[src/rtl/fifo_write_arbiter.sv]
// fifo_write_arbiter: round-robin arbiter sharing one async FIFO write port among
// several write-domain producers, with bounded bursts and Full back-pressure.
module fifo_write_arbiter #(
    parameter int DATA_WIDTH     = 8,
    parameter int NUM_REQUESTERS = 4,
    parameter int INDEX_WIDTH    = 2,
    parameter int MAX_BURST      = 4,
    parameter int BURST_WIDTH    = 4
) (
    input  logic                                 Write_Clock,
    input  logic                                 Write_Reset,
    input  logic [NUM_REQUESTERS-1:0]            Request_Valid,
    input  logic [NUM_REQUESTERS*DATA_WIDTH-1:0] Request_Data,
    output logic [NUM_REQUESTERS-1:0]            Request_Ready,
    input  logic                                 Fifo_Full,
    output logic                                 Fifo_Write_Enable,
    output logic [DATA_WIDTH-1:0]                Fifo_Data_In,
    output logic                                 Grant_Valid,
    output logic [INDEX_WIDTH-1:0]               Grant_Index
);
    typedef enum logic {IDLE, GRANT} state_t;

    state_t                  r_state, w_state_next;
    logic [INDEX_WIDTH-1:0]  r_grant_index, r_last_grant, w_pick, w_idx;
    logic [BURST_WIDTH-1:0]  r_beat_count;
    logic [DATA_WIDTH-1:0]   w_grant_data;
    logic                    w_any_valid, w_sel_valid, w_transfer, w_release;

    // Search downwards so the nearest index after Last_Grant wins.
    always_comb begin
        w_pick = r_last_grant;
        w_idx  = '0;
        for (int k = NUM_REQUESTERS; k >= 1; k--) begin
            w_idx = INDEX_WIDTH'((int'(r_last_grant) + k) % NUM_REQUESTERS);
            if (Request_Valid[w_idx]) w_pick = w_idx;
        end
    end

    always_comb begin
        w_grant_data = '0;
        for (int i = 0; i < NUM_REQUESTERS; i++)
            if (INDEX_WIDTH'(i) == r_grant_index) w_grant_data = Request_Data[i*DATA_WIDTH +: DATA_WIDTH];
    end

    assign w_any_valid = |Request_Valid;
    assign w_sel_valid = Request_Valid[r_grant_index];
    assign w_transfer  = (r_state == GRANT) && w_sel_valid && !Fifo_Full;
    // A withdrawn valid ends the burst even while the FIFO is full.
    assign w_release   = (r_state == GRANT) &&
                         (!w_sel_valid || (w_transfer && r_beat_count == BURST_WIDTH'(MAX_BURST - 1)));

    always_ff @(posedge Write_Clock or posedge Write_Reset) begin
        if (Write_Reset) r_state <= IDLE;
        else             r_state <= w_state_next;
    end

    always_comb begin
        w_state_next  = r_state;
        Request_Ready = '0;
        Fifo_Data_In  = '0;
        if (r_state == IDLE) w_state_next = w_any_valid ? GRANT : IDLE;
        else                 w_state_next = w_release ? IDLE : GRANT;
        if (r_state == GRANT) begin
            Request_Ready[r_grant_index] = !Fifo_Full;
            Fifo_Data_In                 = w_grant_data;
        end
    end

    always_ff @(posedge Write_Clock or posedge Write_Reset) begin
        if (Write_Reset) begin
            r_grant_index <= '0;
            r_last_grant  <= INDEX_WIDTH'(NUM_REQUESTERS - 1);
            r_beat_count  <= '0;
        end else begin
            if (r_state == IDLE && w_any_valid) begin
                r_grant_index <= w_pick;
                r_beat_count  <= '0;
            end
            if (w_transfer) r_beat_count <= r_beat_count + BURST_WIDTH'(1);
            if (w_release) r_last_grant <= r_grant_index;
        end
    end

    assign Fifo_Write_Enable = w_transfer;
    assign Grant_Valid       = (r_state == GRANT);
    assign Grant_Index       = r_grant_index;
endmodule

[config.mk]
export PLATFORM = sky130hd
export DESIGN_NAME = fifo_write_arbiter
export DESIGN_NICKNAME = d
export VERILOG_FILES = /design/src/rtl/fifo_write_arbiter.sv
export SDC_FILE = /design/constraint.sdc
export NUM_CORES = 1
export LEC_CHECK = 0
export CORE_UTILIZATION = 36
export DETAILED_ROUTE_END_ITERATION = 16
export PLACE_DENSITY = 0.8
export REMOVE_ABC_BUFFERS = 1
export SKIP_CTS_REPAIR_TIMING = 1
export SLEW_MARGIN = 0
export SYNTH_ARGS = -nofsm -noshare
export SYNTH_HDL_FRONTEND = slang
export SYNTH_SLANG_ARGS = --single-unit
[constraint.sdc]
create_clock -name Write_Clock -period 1.8 [get_ports Write_Clock]
set_input_delay 0.36 -clock Write_Clock [delete_from_list [all_inputs] [get_ports Write_Clock]]
set_output_delay 0.36 -clock Write_Clock [all_outputs]
set_load 0.02 [all_outputs]
==> results_dict.tcl <==
set metrics [dict create \
    static-leakage-power_nw 0.7597 \
    timing.final.ws_setup_ps -182.2 \
    setup_repair_after_global_routing_missed_its_margin "true" \
    crit_slowest_cell "sky130_fd_sc_hd__mux4_2" \
    sinks_on_the_clock_net 9 \
    die-width_um 50.37 \
    gp_congestion 0.7783 \
    route.detailed.drc 0 \
    synth-seq-cells 9 \
    viasPerCell 5.150 \
    syn_to_final_growth_pct 99.55 \
    cp_cell_sequence "buf_12, mux4_2, and2_1, clkbuf_2" \
    maxCapViolCount 0 \
    worst_relative_slew_slack_pct 77.80 \
    number_of_antenna_violations_at_the_first_check_in_global_routing 0 \
    yosys_top_cell_area_share_pct 21.40 \
    timing.final.setup_violations 9 \
    synth_area_leaders "sky130_fd_sc_hd__mux4_2, sky130_fd_sc_hd__dfrtp_1, sky130_fd_sc_hd__and2_1" \
    clkSlewWorstSetupHoldPaths_ps 60 \
    fin_area_mm2 0.001680 \
    fin_skew_ps 5.684 \
    most_frequent_cell_after_synthesis "sky130_fd_sc_hd__and2_1" \
    synthesis.area_per_instance_um2 10.02 \
    holdWs_ps 357.0 \
    layout-drive-gt1-share_pct 44.03 \
    dr.first_iter.drc_count 14 \
    grt_start_max_net_pins 14 \
    end_kind "output port" \
    synth_edf_count 0 \
    number_of_cts_inserted_buffers 3 \
    drv_slew 0 \
    cp-start-kind "flop" \
    netlist_area_um2 842.1 \
    clkLatencyLatePin_ps 260 \
    critPathMaxStageDelay_ps 480 \
    clockRootBuffer "sky130_fd_sc_hd__clkbuf_4" \
    final_instance_count_without_filler_cells 187 \
    route.antenna.remaining_nets 0 \
    yosys.cell_types.count 35 \
    critPathArrivalTime_ps 1620 \
    setup_tns_ps -1274 \
    clock_tree_from_tritoncts "built" \
    fp.dieArea_mm2 0.002537 \
    hpwlAfterDp_mm 1.883 \
    yosysWarningCount 0 \
    numPortBuffers 54 \
    fmax_mhz 504.5 \
    synth_seq_area_share_pct 27.04 \
    period_share_pct 110.1 \
    fp.dieH_um 50.37 \
    std_cell_rows 17 \
    num_io_pins 55 \
    ir_drop_v 0.001076 \
    crit_family "multiplexers" \
    hold_path.class "in2async" \
    detailed_place.area_mm2 0.001549 \
    failed_checks "negative setup slack" \
    setup.worst_path.class "reg2out" \
    worstPathMaxFanout 6 \
    worstPathBufferInverterCount 2 \
    run_status "complete, but fails checks" \
    grt_use_total_pct 19.31 \
    async_reset_ff_share_pct 100.0 \
    synth_ff_type "sky130_fd_sc_hd__dfrtp_1" \
    drt-pass1-iter-count 4 \
    start_util_pct 38.07 \
    wl_per_cell_um 13.39 \
    final.min_clock_period_ps 1982 \
    synth_top_cells_by_count "sky130_fd_sc_hd__and2_1, sky130_fd_sc_hd__mux4_2, sky130_fd_sc_hd__dfrtp_1, sky130_fd_sc_hd__inv_1, sky130_fd_sc_hd__nor2_1" \
    wl_mm 2.503 \
    timing.critical_path.required_ps 1440 \
    powerDensity_mw_per_mm2 1479 \
    cts_htree_levels 1 \
    placed_cells 179 \
    clock_tree.buffer_depth 2 \
    dp_slack_ps -497.4 \
    finalNetCount 200 \
    postSynthCellCount 84 \
    dr_vias 963 \
    netlist.top_cell.by_area "sky130_fd_sc_hd__mux4_2" \
    grt_overflow 0 \
    worstMarginPinSlew_ps 332.7 \
    placeableCoreArea_mm2 0.002212 \
    grt_pass1_wl_mm 3.760 \
    diodes 0 \
    grt_pass1_vias 910 \
    count_of_final_hold_check_violations 0 \
]
## layout make-up
cell class                 instances  area, um2
fill                             157      531.8
timing repair buffer              76      760.7
multi-input combinational         62      598.1
inverter                           8      30.03
sequential                         9      230.2
clock buffer                       4      26.28
tap                               28      35.03
## kinds of logic after synthesis
kind of cell / Yosys count / share of synthesized area, %
muxes: 13 / 28.23
buffers and inverters: 13 / 6.983
adders and majority gates: 1 / 1.486
and+or+nand+nor: 29 / 19.02
xor gates and xnor gates: 1 / 1.040
AOI/OAI and AO/OA: 18 / 16.20
DFF: 9 / 27.04
## worst paths after layout
path	start	end	slack, ps	cells after the start
min in group Write_Clock	r_beat_count[0]	r_beat_count[0]	530	1
max	Grant_Index[0]	Fifo_Data_In[2]	-180	4
max reg2reg	Grant_Index[0]	r_beat_count[3]	90	9
max in group asynchronous	Write_Reset	r_last_grant[0]	1150	2
min	Write_Reset	Grant_Valid	360	2
min reg2reg	r_beat_count[0]	r_beat_count[0]	530	1
## routing by layer
metal	GRT usage, %	up-vias	share of wire [%]
met4	2.778	0	0
met3	6.970	0	9.8
li1	-	466	-
met2	34.00	44	51
met1	22.81	453	39
met5	0	-	0
## cells in the final DEF (no fill, tap or decap), types with 3 or more instances in the layout
| cell type | instances |
|---|---|
| sky130_fd_sc_hd__mux4_2 | 8 |
| sky130_fd_sc_hd__clkbuf_2 | 3 |
| sky130_fd_sc_hd__clkbuf_4 | 3 |
| sky130_fd_sc_hd__and2_4 | 7 |
| sky130_fd_sc_hd__dlymetal6s2s_1 | 3 |
| sky130_fd_sc_hd__buf_4 | 17 |
| sky130_fd_sc_hd__dfrtp_1 | 5 |
| sky130_fd_sc_hd__buf_6 | 12 |
| sky130_fd_sc_hd__a21oi_1 | 4 |
| sky130_fd_sc_hd__nand2b_1 | 3 |
| sky130_fd_sc_hd__inv_1 | 7 |
| sky130_fd_sc_hd__clkdlybuf4s50_1 | 38 |
| sky130_fd_sc_hd__nor2_1 | 5 |
## per-stage QoR
stage                     util, %  total power [W]
after detailed placement    70.02         0.002079
final                       75.96         0.002485
after global routing        75.96         0.002645
after global placement      70.02         0.002036
after CTS                   71.21         0.002242
after floorplan                 -         0.001265
## where the power goes
| part | internal, W | switching, W |
|---|---|---|
| clock network | 0.0000854 | 0.0000699 |
| registers | 0.000304 | 0.000107 |
| logic | 0.00113 | 0.000790 |
## registers in the layout (all words and copies together), names as in the netlist
register,count
Grant_Index,2
r_last_grant,2
r_beat_count,4
Grant_Valid,1
Note: power is estimated with default switching activity, not from simulation.
